`src/rtl/instr_fetch_queue_pkg.sv`:
```
// Shared definitions for the instruction fetch queue: default widths,
// reset fetch address and the buffered fetch entry layout.
package instr_fetch_queue_pkg;

    localparam int          FQ_XLEN     = 32;
    localparam int          FQ_DEPTH    = 4;
    localparam logic [31:0] FQ_RESET_PC = 32'h0000_0000;

    // One buffered fetch: the word returned by memory and the PC it was read from.
    typedef struct packed {
        logic [FQ_XLEN-1:0] pc;
        logic [FQ_XLEN-1:0] instr;
    } fetch_entry_t;

endpackage

```
`src/rtl/instr_fetch_queue_if.sv`:
```
// Handshake bundle between the fetch queue, instruction memory, the execute
// redirect path and decode. master = fetch queue, slave = its environment.
interface instr_fetch_queue_if
    import instr_fetch_queue_pkg::*;
#(
    parameter int XLEN = FQ_XLEN
);
    logic            imem_req_valid;
    logic [XLEN-1:0] imem_req_addr;
    logic            imem_req_ready;
    logic            imem_resp_valid;
    logic [XLEN-1:0] imem_resp_data;
    logic            redirect_valid;
    logic [XLEN-1:0] redirect_pc;
    logic            if_valid;
    logic [XLEN-1:0] if_instr;
    logic [XLEN-1:0] if_pc;
    logic            if_ready;

    modport master (
        output imem_req_valid, imem_req_addr,
        input  imem_req_ready,
        input  imem_resp_valid, imem_resp_data,
        input  redirect_valid, redirect_pc,
        output if_valid, if_instr, if_pc,
        input  if_ready
    );

    modport slave (
        input  imem_req_valid, imem_req_addr,
        output imem_req_ready,
        output imem_resp_valid, imem_resp_data,
        output redirect_valid, redirect_pc,
        input  if_valid, if_instr, if_pc,
        output if_ready
    );
endinterface

```
`src/rtl/instr_fetch_queue_chk.sv`:
```
// Simulation-only invariants for the fetch queue: credit accounting and
// response legality.
module instr_fetch_queue_chk #(
    parameter int DEPTH = 4,
    parameter int CW    = 3
)(
    input logic          clk,
    input logic          reset,
    input logic          resp_valid,
    input logic          push,
    input logic          pop,
    input logic          full,
    input logic [CW-1:0] count,
    input logic [CW-1:0] outstanding
);
    localparam logic [CW:0] DEPTH_C = (CW+1)'(DEPTH);

    a_credit_bound: assert property (@(posedge clk) disable iff (reset)
        (({1'b0, count} + {1'b0, outstanding}) <= DEPTH_C));

    a_resp_expected: assert property (@(posedge clk) disable iff (reset)
        resp_valid |-> (outstanding != {CW{1'b0}}));

    a_no_overflow: assert property (@(posedge clk) disable iff (reset)
        (push && full) |-> pop);

endmodule

```
`src/rtl/instr_fetch_queue_fifo.sv`:
```
// Synchronous FIFO holding returned fetch words. Storage is reset to zero so
// the head reads as zero out of reset. Clear empties it in one cycle.
module instr_fetch_queue_fifo
    import instr_fetch_queue_pkg::*;
#(
    parameter int  DEPTH = FQ_DEPTH,
    parameter type T     = fetch_entry_t
)(
    input  logic                       clk,
    input  logic                       reset,
    input  logic                       push,
    input  logic                       pop,
    input  logic                       clear,
    input  T                           push_data,
    output T                           head,
    output logic                       full,
    output logic                       empty,
    output logic [$clog2(DEPTH+1)-1:0] count
);
    localparam int             AW      = $clog2(DEPTH);
    localparam int             CW      = $clog2(DEPTH+1);
    localparam logic [CW-1:0]  DEPTH_C = CW'(DEPTH);
    localparam logic [CW-1:0]  ONE_C   = CW'(1'b1);
    localparam logic [AW-1:0]  PTR_ONE = AW'(1'b1);

    T              mem_r [DEPTH];
    logic [AW-1:0] wr_ptr_r;
    logic [AW-1:0] rd_ptr_r;
    logic [CW-1:0] count_r;
    logic          do_push_s;
    logic          do_pop_s;

    // Qualify pop against empty and push against full (push into a full FIFO only alongside a pop).
    always_comb begin
        do_pop_s  = pop && (count_r != {CW{1'b0}});
        do_push_s = push && ((count_r != DEPTH_C) || do_pop_s);
    end

    // Pointer, occupancy and storage update; clear takes priority over push/pop.
    always_ff @(posedge clk or posedge reset) begin
        if (reset) begin
            wr_ptr_r <= {AW{1'b0}};
            rd_ptr_r <= {AW{1'b0}};
            count_r  <= {CW{1'b0}};
            for (int i = 0; i < DEPTH; i++) begin
                mem_r[i] <= '0;
            end
        end else if (clear) begin
            wr_ptr_r <= {AW{1'b0}};
            rd_ptr_r <= {AW{1'b0}};
            count_r  <= {CW{1'b0}};
        end else begin
            if (do_push_s) begin
                mem_r[wr_ptr_r] <= push_data;
                wr_ptr_r        <= wr_ptr_r + PTR_ONE;
            end
            if (do_pop_s) begin
                rd_ptr_r <= rd_ptr_r + PTR_ONE;
            end
            case ({do_push_s, do_pop_s})
                2'b10:   count_r <= count_r + ONE_C;
                2'b01:   count_r <= count_r - ONE_C;
                default: count_r <= count_r;
            endcase
        end
    end

    assign head  = mem_r[rd_ptr_r];
    assign count = count_r;
    assign full  = (count_r == DEPTH_C);
    assign empty = (count_r == {CW{1'b0}});

endmodule

```
`src/rtl/instr_fetch_queue.sv`:
```
// Fetch stage: owns the fetch PC, issues in-order instruction reads under a
// credit limit of DEPTH (buffered + in flight), tags returned words with their
// PC and presents them to decode. A redirect flushes the buffer and marks every
// still-outstanding read to be dropped on return.
module instr_fetch_queue
    import instr_fetch_queue_pkg::*;
#(
    parameter int              XLEN     = FQ_XLEN,
    parameter int              DEPTH    = FQ_DEPTH,
    parameter logic [XLEN-1:0] RESET_PC = XLEN'(FQ_RESET_PC)
)(
    input logic                 clk,
    input logic                 reset,
    instr_fetch_queue_if.master bus
);
    localparam int              CW      = $clog2(DEPTH+1);
    localparam logic [CW:0]     DEPTH_C = (CW+1)'(DEPTH);
    localparam logic [CW-1:0]   ONE_C   = CW'(1'b1);
    localparam logic [XLEN-1:0] PC_STEP = XLEN'(32'd4);

    typedef struct packed {
        logic [XLEN-1:0] pc;
        logic [XLEN-1:0] instr;
    } entry_t;

    logic [XLEN-1:0] fetch_pc_r;
    logic [XLEN-1:0] resp_pc_r;
    logic [CW-1:0]   outstanding_r;
    logic [CW-1:0]   drop_cnt_r;
    logic            run_r;

    logic [CW-1:0]   outstanding_nxt_s;
    logic [CW-1:0]   drop_cnt_nxt_s;
    logic [CW-1:0]   fifo_count_s;
    logic            fifo_empty_s;
    logic            fifo_full_s;
    logic            req_valid_s;
    logic            req_fire_s;
    logic            resp_fire_s;
    logic            push_s;
    logic            pop_s;
    logic            if_valid_s;
    entry_t          push_data_s;
    entry_t          head_s;
    logic [XLEN-1:0] redirect_pc_al_s;
    logic [1:0]      unused_redirect_lsb_s;

    assign redirect_pc_al_s      = {bus.redirect_pc[XLEN-1:2], 2'b00};
    assign unused_redirect_lsb_s = bus.redirect_pc[1:0];

    // Handshake qualification; a response with nothing outstanding is ignored.
    always_comb begin
        req_valid_s = run_r && !bus.redirect_valid &&
                      (({1'b0, fifo_count_s} + {1'b0, outstanding_r}) < DEPTH_C);
        req_fire_s  = req_valid_s && bus.imem_req_ready;
        resp_fire_s = bus.imem_resp_valid && (outstanding_r != {CW{1'b0}});
        push_s      = resp_fire_s && !bus.redirect_valid && (drop_cnt_r == {CW{1'b0}});
        if_valid_s  = !fifo_empty_s && !bus.redirect_valid;
        pop_s       = if_valid_s && bus.if_ready;
        push_data_s = '{pc: resp_pc_r, instr: bus.imem_resp_data};
    end

    // In-flight and drop accounting; a redirect turns everything still in flight into drops.
    always_comb begin
        outstanding_nxt_s = outstanding_r;
        drop_cnt_nxt_s    = drop_cnt_r;
        case ({req_fire_s, resp_fire_s})
            2'b10:   outstanding_nxt_s = outstanding_r + ONE_C;
            2'b01:   outstanding_nxt_s = outstanding_r - ONE_C;
            default: outstanding_nxt_s = outstanding_r;
        endcase
        if (bus.redirect_valid) begin
            drop_cnt_nxt_s = outstanding_nxt_s;
        end else if (resp_fire_s && (drop_cnt_r != {CW{1'b0}})) begin
            drop_cnt_nxt_s = drop_cnt_r - ONE_C;
        end else begin
            drop_cnt_nxt_s = drop_cnt_r;
        end
    end

    // Fetch/response PC tracking, counters, and the post-reset request enable.
    always_ff @(posedge clk or posedge reset) begin
        if (reset) begin
            run_r         <= 1'b0;
            fetch_pc_r    <= RESET_PC;
            resp_pc_r     <= RESET_PC;
            outstanding_r <= {CW{1'b0}};
            drop_cnt_r    <= {CW{1'b0}};
        end else begin
            run_r         <= 1'b1;
            outstanding_r <= outstanding_nxt_s;
            drop_cnt_r    <= drop_cnt_nxt_s;
            if (bus.redirect_valid) begin
                fetch_pc_r <= redirect_pc_al_s;
                resp_pc_r  <= redirect_pc_al_s;
            end else begin
                if (req_fire_s) begin
                    fetch_pc_r <= fetch_pc_r + PC_STEP;
                end
                if (push_s) begin
                    resp_pc_r <= resp_pc_r + PC_STEP;
                end
            end
        end
    end

    instr_fetch_queue_fifo #(
        .DEPTH (DEPTH),
        .T     (entry_t)
    ) u_fifo (
        .clk       (clk),
        .reset     (reset),
        .push      (push_s),
        .pop       (pop_s),
        .clear     (bus.redirect_valid),
        .push_data (push_data_s),
        .head      (head_s),
        .full      (fifo_full_s),
        .empty     (fifo_empty_s),
        .count     (fifo_count_s)
    );

    instr_fetch_queue_chk #(
        .DEPTH (DEPTH),
        .CW    (CW)
    ) u_chk (
        .clk         (clk),
        .reset       (reset),
        .resp_valid  (bus.imem_resp_valid),
        .push        (push_s),
        .pop         (pop_s),
        .full        (fifo_full_s),
        .count       (fifo_count_s),
        .outstanding (outstanding_r)
    );

    assign bus.imem_req_valid = req_valid_s;
    assign bus.imem_req_addr  = fetch_pc_r;
    assign bus.if_valid       = if_valid_s;
    assign bus.if_instr       = head_s.instr;
    assign bus.if_pc          = head_s.pc;

endmodule
```
`src/flat_wrapper.sv`:
```
// flat-port wrapper written by rule: the top's interface ports become plain ports
module instr_fetch_queue_flat import instr_fetch_queue_pkg::*;
#(
    parameter int              XLEN     = FQ_XLEN,
    parameter int              DEPTH    = FQ_DEPTH,
    parameter logic [XLEN-1:0] RESET_PC = XLEN'(FQ_RESET_PC)
)
  (clk, reset, bus_imem_req_valid, bus_imem_req_addr, bus_imem_req_ready, bus_imem_resp_valid, bus_imem_resp_data, bus_redirect_valid, bus_redirect_pc, bus_if_valid, bus_if_instr, bus_if_pc, bus_if_ready);
  instr_fetch_queue_if #(.XLEN(XLEN)) bus_i ();
  input logic clk;
  input logic reset;
  output wire logic [$bits(bus_i.imem_req_valid)-1:0] bus_imem_req_valid;
  output wire logic [$bits(bus_i.imem_req_addr)-1:0] bus_imem_req_addr;
  input wire logic [$bits(bus_i.imem_req_ready)-1:0] bus_imem_req_ready;
  input wire logic [$bits(bus_i.imem_resp_valid)-1:0] bus_imem_resp_valid;
  input wire logic [$bits(bus_i.imem_resp_data)-1:0] bus_imem_resp_data;
  input wire logic [$bits(bus_i.redirect_valid)-1:0] bus_redirect_valid;
  input wire logic [$bits(bus_i.redirect_pc)-1:0] bus_redirect_pc;
  output wire logic [$bits(bus_i.if_valid)-1:0] bus_if_valid;
  output wire logic [$bits(bus_i.if_instr)-1:0] bus_if_instr;
  output wire logic [$bits(bus_i.if_pc)-1:0] bus_if_pc;
  input wire logic [$bits(bus_i.if_ready)-1:0] bus_if_ready;
  assign bus_imem_req_valid = bus_i.imem_req_valid;
  assign bus_imem_req_addr = bus_i.imem_req_addr;
  assign bus_i.imem_req_ready = bus_imem_req_ready;
  assign bus_i.imem_resp_valid = bus_imem_resp_valid;
  assign bus_i.imem_resp_data = bus_imem_resp_data;
  assign bus_i.redirect_valid = bus_redirect_valid;
  assign bus_i.redirect_pc = bus_redirect_pc;
  assign bus_if_valid = bus_i.if_valid;
  assign bus_if_instr = bus_i.if_instr;
  assign bus_if_pc = bus_i.if_pc;
  assign bus_i.if_ready = bus_if_ready;
  instr_fetch_queue #(.XLEN(XLEN), .DEPTH(DEPTH), .RESET_PC(RESET_PC)) u_core (.clk(clk), .reset(reset), .bus(bus_i));
endmodule
```
`config.mk`:
```
export PLATFORM = sky130hd
export DESIGN_NAME = instr_fetch_queue_flat
export DESIGN_NICKNAME = d
export VERILOG_FILES = /design/src/rtl/instr_fetch_queue_pkg.sv /design/src/rtl/instr_fetch_queue_if.sv /design/src/rtl/instr_fetch_queue_chk.sv /design/src/rtl/instr_fetch_queue_fifo.sv /design/src/rtl/instr_fetch_queue.sv /design/src/flat_wrapper.sv
export SDC_FILE = /design/constraint.sdc
export NUM_CORES = 1
export LEC_CHECK = 0
export ABC_CLOCK_PERIOD_IN_PS = 11130
export BUFFER_PORTS_ARGS = -buffer_cell sky130_fd_sc_hd__buf_2
export CORE_MARGIN = 8
export CORE_UTILIZATION = 38
export DETAILED_ROUTE_END_ITERATION = 6
export GPL_TIMING_DRIVEN = 0
export PLACE_DENSITY = 0.64
export SYNTH_ARGS = -nofsm -noshare
export SYNTH_HDL_FRONTEND = slang
export SYNTH_SLANG_ARGS = --single-unit
```
`constraint.sdc`:
```
create_clock -name clk -period 11.13 [get_ports clk]
set_clock_uncertainty 0.05 [all_clocks]
set_input_delay 1.113 -clock clk [delete_from_list [all_inputs] [get_ports clk]]
set_output_delay 1.113 -clock clk [all_outputs]
set_load 0.005 [all_outputs]
```
**Word level (Yosys, flattened, before mapping)**

Cells that the tools add are included.

- Register bits: 334
- Output and inout bits: 98
- Word-level logic and storage cells: 84

- Add/subtract/negate cells: 10
- Order comparisons: 4
- Equality and inequality tests: 5
- Mux-type cells: 19
- Bitwise logic cells: 3
- Reduce and logical (&&, ||, !) cells: 27

Operator list:

| operator | count |
|---|---|
| $bwmux W256 | 1 |
| $mux W64 | 3 |
| $bmux W64 S2 | 1 |
| $demux W64 S2 | 1 |
| $mux W32 | 4 |
| $add A32 B3 Y32 const B | 2 |
| $logic_and A1 B1 Y1 | 12 |
| $pmux W3 S2 | 2 |
| $reduce_bool A3 Y1 | 4 |
| $reduce_bool A2 Y1 | 5 |
| $mux W3 | 3 |
| $sub A3 B1 Y3 const B | 3 |
| $mux W2 | 4 |
| $add A3 B1 Y3 const B | 2 |
| $ge A3 B3 Y1 const B | 2 |
| $logic_not A3 Y1 | 2 |
| $not A2 Y3 | 2 |
| $add A2 B1 Y2 const B | 2 |
| $add A3 B3 Y4 | 1 |
| $eq A2 B1 Y1 const B | 2 |
| $eq A2 B2 Y1 const B | 2 |
| $lt A4 B3 Y1 const B | 1 |
| $lt A3 B1 Y1 const B | 1 |
| $ne A3 B3 Y1 const B | 1 |
| 4 further kinds | 5 |

**Longest topological paths before layout**

- Depth after elaboration: 10
- Depth in mapped cells: 14

**Cells and area by module**

A second synthesis with hierarchy kept.

- Cells, all modules: 1087
- Area total of the unflattened synthesis: 15498.6 µm²

Modules (own cells, without submodules):

| module | instances | cells each | area an instance (µm²) |
|---|---|---|---|
| instr_fetch_queue_fifo | 1 | 674 | 11631.2 |
| instr_fetch_queue | 1 | 413 | 3867.5 |

**Least setup slack after synthesis**

No wires, ideal clock.

- Path type: input -> register
- From: in bus_redirect_valid
- To: reg u_core.drop_cnt_r[2]
- Setup time: 83 ps
- Arrival: 3354 ps
- Path slack: 7644 ps
- Stages on the path: 14
- Path buffers: 3
- Path through: clkbuf_1 > inv_1 > and4_1 > clkbuf_1 > inv_1 > clkbuf_1 > ha_1 > inv_1 > fa_1 > xor2_1 > nor2_1 > xor2_1 > nand2_1 > o21ai_0

- Longest elaborated chain between the ends: 7
- Elaborated cells on any way between the ends: 9
- Those cells by class: eq/ne (2); mux (2); reduce/logical (5)

Ends and longest elaborated chain:

| item | line | source |
|---|---|---|
| start, declared | flat_wrapper.sv:17 | `input wire logic [$bits(bus_i.redirect_valid)-1:0] bus_redirect_valid;` |
| $logic_not A1 Y1 (*) | instr_fetch_queue.sv:53 | `req_valid_s = run_r && !bus.redirect_valid &&` |
| $logic_and A1 B1 Y1 (*) (2 in a row) | instr_fetch_queue.sv:53 |  |
| $logic_and A1 B1 Y1 (*) | instr_fetch_queue.sv:55 | `req_fire_s = req_valid_s && bus.imem_req_ready;` |
| $eq A2 B1 Y1 or $eq A2 B2 Y1 (tied branches) | instr_fetch_queue.sv:67 | `case ({req_fire_s, resp_fire_s})` |
| $pmux W3 S2 (*) | instr_fetch_queue.sv:67 |  |
| net u_core.outstanding_nxt_s[2] | instr_fetch_queue.sv:32 | `logic [CW-1:0] outstanding_nxt_s;` |
| $mux W3 (*) | instr_fetch_queue.sv:72 | `if (bus.redirect_valid) begin` |
| end signal, assigned | instr_fetch_queue.sv:88 | `drop_cnt_r <= {CW{1'b0}};` |
| end signal, assigned | instr_fetch_queue.sv:92 | `drop_cnt_r <= drop_cnt_nxt_s;` |
| end, declared | instr_fetch_queue.sv:29 | `logic [CW-1:0] drop_cnt_r;` |

Mark *: on every way through the listed nets, which the timed path passes. The rest lies on a longest branch.
A chain may end at the register's enable or synchronous reset.

**Worst setup path in the final report**

- From: reg u_core.u_fifo.rd_ptr_r[0]
- To: out bus_if_pc[13]

- Longest elaborated chain between the ends: 4

Ends and longest elaborated chain:

| item | line | source |
|---|---|---|
| start, declared | instr_fetch_queue_fifo.sv:28 | `logic [AW-1:0] rd_ptr_r;` |
| start signal, assigned | instr_fetch_queue_fifo.sv:43 | `rd_ptr_r <= {AW{1'b0}};` |
| start signal, assigned | instr_fetch_queue_fifo.sv:50 | `rd_ptr_r <= {AW{1'b0}};` |
| start signal, assigned | instr_fetch_queue_fifo.sv:58 | `rd_ptr_r <= rd_ptr_r + PTR_ONE;` |
| $not A2 Y3 (not written as such) | instr_fetch_queue_fifo.sv:68 | `assign head = mem_r[rd_ptr_r];` |
| $bmux W64 S2 | instr_fetch_queue_fifo.sv:68 |  |
| $mux W64 (not written as such) (2 in a row) | instr_fetch_queue_fifo.sv:68 |  |
| end, declared | flat_wrapper.sv:21 | `output wire logic [$bits(bus_i.if_pc)-1:0] bus_if_pc;` |

No other way between the ends. The select of a mux whose other input is x is not followed.

==> impl_metrics.ini <==
[outcome]
status = finished clean

[setup_path]
path_max_fanout = 10
worstPathCellList = buf_2 -> buf_1 -> clkbuf_1 -> mux4_2 -> buf_2
arrival_ns = 3.15
end_kind = output pin
cp.buffers_inverters = 4
cp_top_family = buffers and inverters
path_common_cell = buf_2
cp_slowest_cell = buf_1
crit_type = flip-flop to output pin
start_kind = flip-flop
required_ns = 9.97
cpPeakStageDelay_ns = 0.76

[run]
cap_violations = 0

[floorplan]
rows = 73
coreArea_um2 = 39800
die_h_um = 217
ios = 168
die_area_um2 = 47100
die_w_um = 217
start_util = 0.386

[clock_tree]
ctsHoldBuffers = 0
cts_setup_buffers = 0
clock-sinks = 322
cts_resized = 0
numCtsBuffers = 38
cts_tree = built
clk_path_buf_depth = 3
cts.clk_slew.worst_paths_ns = 0.06
insertion_delay_ns = 0.53
htree_levels = 2
root_buffer = clkbuf_16

[placed_design]
dp_cells = 1783
post-dp-hpwl_mm = 26.2
port-buffer-count = 160
pre_cts_ws_ns = 6.60
place_congestion = 0.899

[power_and_ir_drop]
ir_worst_vdd_uv = 113
p_leak_uw = 0.00852
finalPower_uw = 3680
powerDensity_nw_per_um2 = 203

[cells_and_area]
regArea_um2 = 8060
fill_cells = 3639
layout_common_cells = dfrtp_1, mux2_2, buf_2
finalCoreUtilization = 0.455
syn_to_final_growth_pct = 17.8
layout-drive-gt1-share = 0.449
fin_cells = 1848
n_antenna_cell = 0
multiInputGateArea_um2 = 6720
final_nets = 1381
final_common_cell = dfrtp_1

[detailed_routing]
met3_length_mm = 2.30
drtAntennaViolNets = 0
first_pass_iters = 5
wl_met2_mm = 17.5
drt_iter0_markers = 418
vias = 9708
routed.top_layer = met5
met1_length_mm = 16.4
wire_per_inst_um = 20.1
routed_wl_mm = 37.2
drc = 0
avgViaCountPerCell = 5.25

[worst_hold_path]
min_path_type = flip-flop to flip-flop

[timing]
timing.final.ws_setup_ns = 6.82
grt_setup_unrepaired = no
drv_slew = 0
period_minus_slack_ns = 4.32
fmax_mhz = 232
hold_viol = 0
maxSlewHeadroom = 0.241
period_share = 0.388
whs_ns = 0.448
setup_viol = 0
worst_slew_pin_slew_ns = 1.13

[synth]
syn_area_per_cell_um2 = 14.1
yosys_register_bits = 322
synth_cells = 1093
seq_area_frac_synth = 0.524
synth_cell_types = 53
ys.flop_type = dfrtp_1
synth_edf_count = 0
synth_area_um2 = 15400
ys_async_sr_fraction = 1.00
yosys_warnings = 0

[global_route]
grt_overflow = 0
grt_use_total = 0.159
grt_max_degree = 124
grt_pass1_vias = 10487
grt_pass1_wl_mm = 59.9
antenna_found_initial = 1
## cell type report
| class | count | share of cell area |
|---|---|---|
| timing repair buffer | 162 | 0.0473 |
| clock inverter | 11 | 0.00546 |
| multi-input combinational | 673 | 0.371 |
| tap | 525 | 0.0363 |
| inverter | 21 | 0.00477 |
| buffer | 80 | 0.0289 |
| clock buffer | 54 | 0.0609 |
| sequential | 322 | 0.445 |
## sequential cells by signal (all words and copies together) (netlist names)
signal	flops
u_core.resp_pc_r	30
u_core.outstanding_r	3
u_core.bus.imem_req_addr	30
u_core.u_fifo.count	3
u_core.u_fifo.mem_r	248
u_core.run_r	1
u_core.u_fifo.rd_ptr_r	2
u_core.drop_cnt_r	3
u_core.u_fifo.wr_ptr_r	2
## metrics by stage
step / setup TNS, ns / cell area, µm²
floorplan: 0 / 15400
global placement: -760.30 / 16800
detailed placement: 0 / 16900
CTS: 0 / 18100
global route: 0 / 18100
finish: 0 / 18100
## worst register-to-register path, cell delays in order (launching register included)
cell and delay (ns):
dfrtp_1 0.47, ha_1 0.32, nand3_1 0.09, and4_1 0.22, clkbuf_1 0.20, inv_1 0.19, clkbuf_1 0.45, ha_1 0.30
inv_1 0.07, fa_1 0.38, xor2_1 0.16, nor2_1 0.12, xor2_1 0.20, nand2_1 0.08, o21ai_0 0.09
## layer usage
layer / vias to the layer above / GRT usage
li1: 4419 / -
met1: 4944 / 0.209
met2: 271 / 0.257
met3: 72 / 0.0390
met4: 2 / 0.0539
met5: - / 0
## logic make-up after synthesis
| group | share of synthesized area |
|---|---|
| buffers and inverters | 0.0392 |
| xor gates and xnor gates | 0.0268 |
| and+or+nand+nor | 0.0700 |
| adders and majority gates | 0.0116 |
| DFF | 0.524 |
| other | 0.000489 |
| muxes | 0.292 |
| AOI/OAI and AO/OA | 0.0357 |
## cell usage after synthesis, drive strengths merged (2+ instances only)
master | instances | area [µm²]
a21boi | 9 | 67.6
a21o | 2 | 15.0
a21oi | 6 | 30.0
a31oi | 7 | 43.8
and2 | 3 | 18.8
and3 | 6 | 37.5
and4 | 5 | 43.8
buf | 49 | 407
clkbuf | 31 | 116
conb | 2 | 7.51
dfrtp | 322 | 8060
fa | 2 | 40.0
ha | 11 | 138
inv | 21 | 78.8
mux2 | 258 | 3060
mux2i | 3 | 30.0
mux4 | 62 | 1400
nand2 | 57 | 251
nand2b | 7 | 43.8
nand3 | 38 | 190
nand3b | 3 | 22.5
nand4 | 22 | 144
nor2 | 26 | 97.6
nor3 | 15 | 75.1
nor4 | 12 | 87.6
o211ai | 11 | 82.6
o21ai | 34 | 170
o311ai | 6 | 52.6
o31a | 2 | 17.5
or2 | 2 | 12.5
or4 | 2 | 18.8
xnor2 | 30 | 263
xor2 | 17 | 149
## final timing paths
path | start | end | slack, ns | cells past startpoint
max | u_core.u_fifo.rd_ptr_r[0]$_DFFE_PP0P_ | bus_if_pc[13] | 6.82 | 5
min | u_core.u_fifo.mem_r[89]$_DFFE_PP0P_ | u_core.u_fifo.mem_r[89]$_DFFE_PP0P_ | 0.45 | 1
max reg2reg | u_core.u_fifo.count[1]$_DFFE_PP0P_ | u_core.drop_cnt_r[2]$_DFFE_PP0P_ | 7.68 | 14
min reg2reg | u_core.u_fifo.mem_r[89]$_DFFE_PP0P_ | u_core.u_fifo.mem_r[89]$_DFFE_PP0P_ | 0.45 | 1
max in group asynchronous | reset | u_core.u_fifo.mem_r[100]$_DFFE_PP0P_ | 9.24 | 3
min in group asynchronous | reset | u_core.u_fifo.mem_r[198]$_DFFE_PP0P_ | 0.68 | 2
## power by group
group	switching (µW)	internal, µW	total, µW
registers	153	1430	1590
clock network	484	713	1200
logic	379	517	896
(Power assumes the default switching activity.)
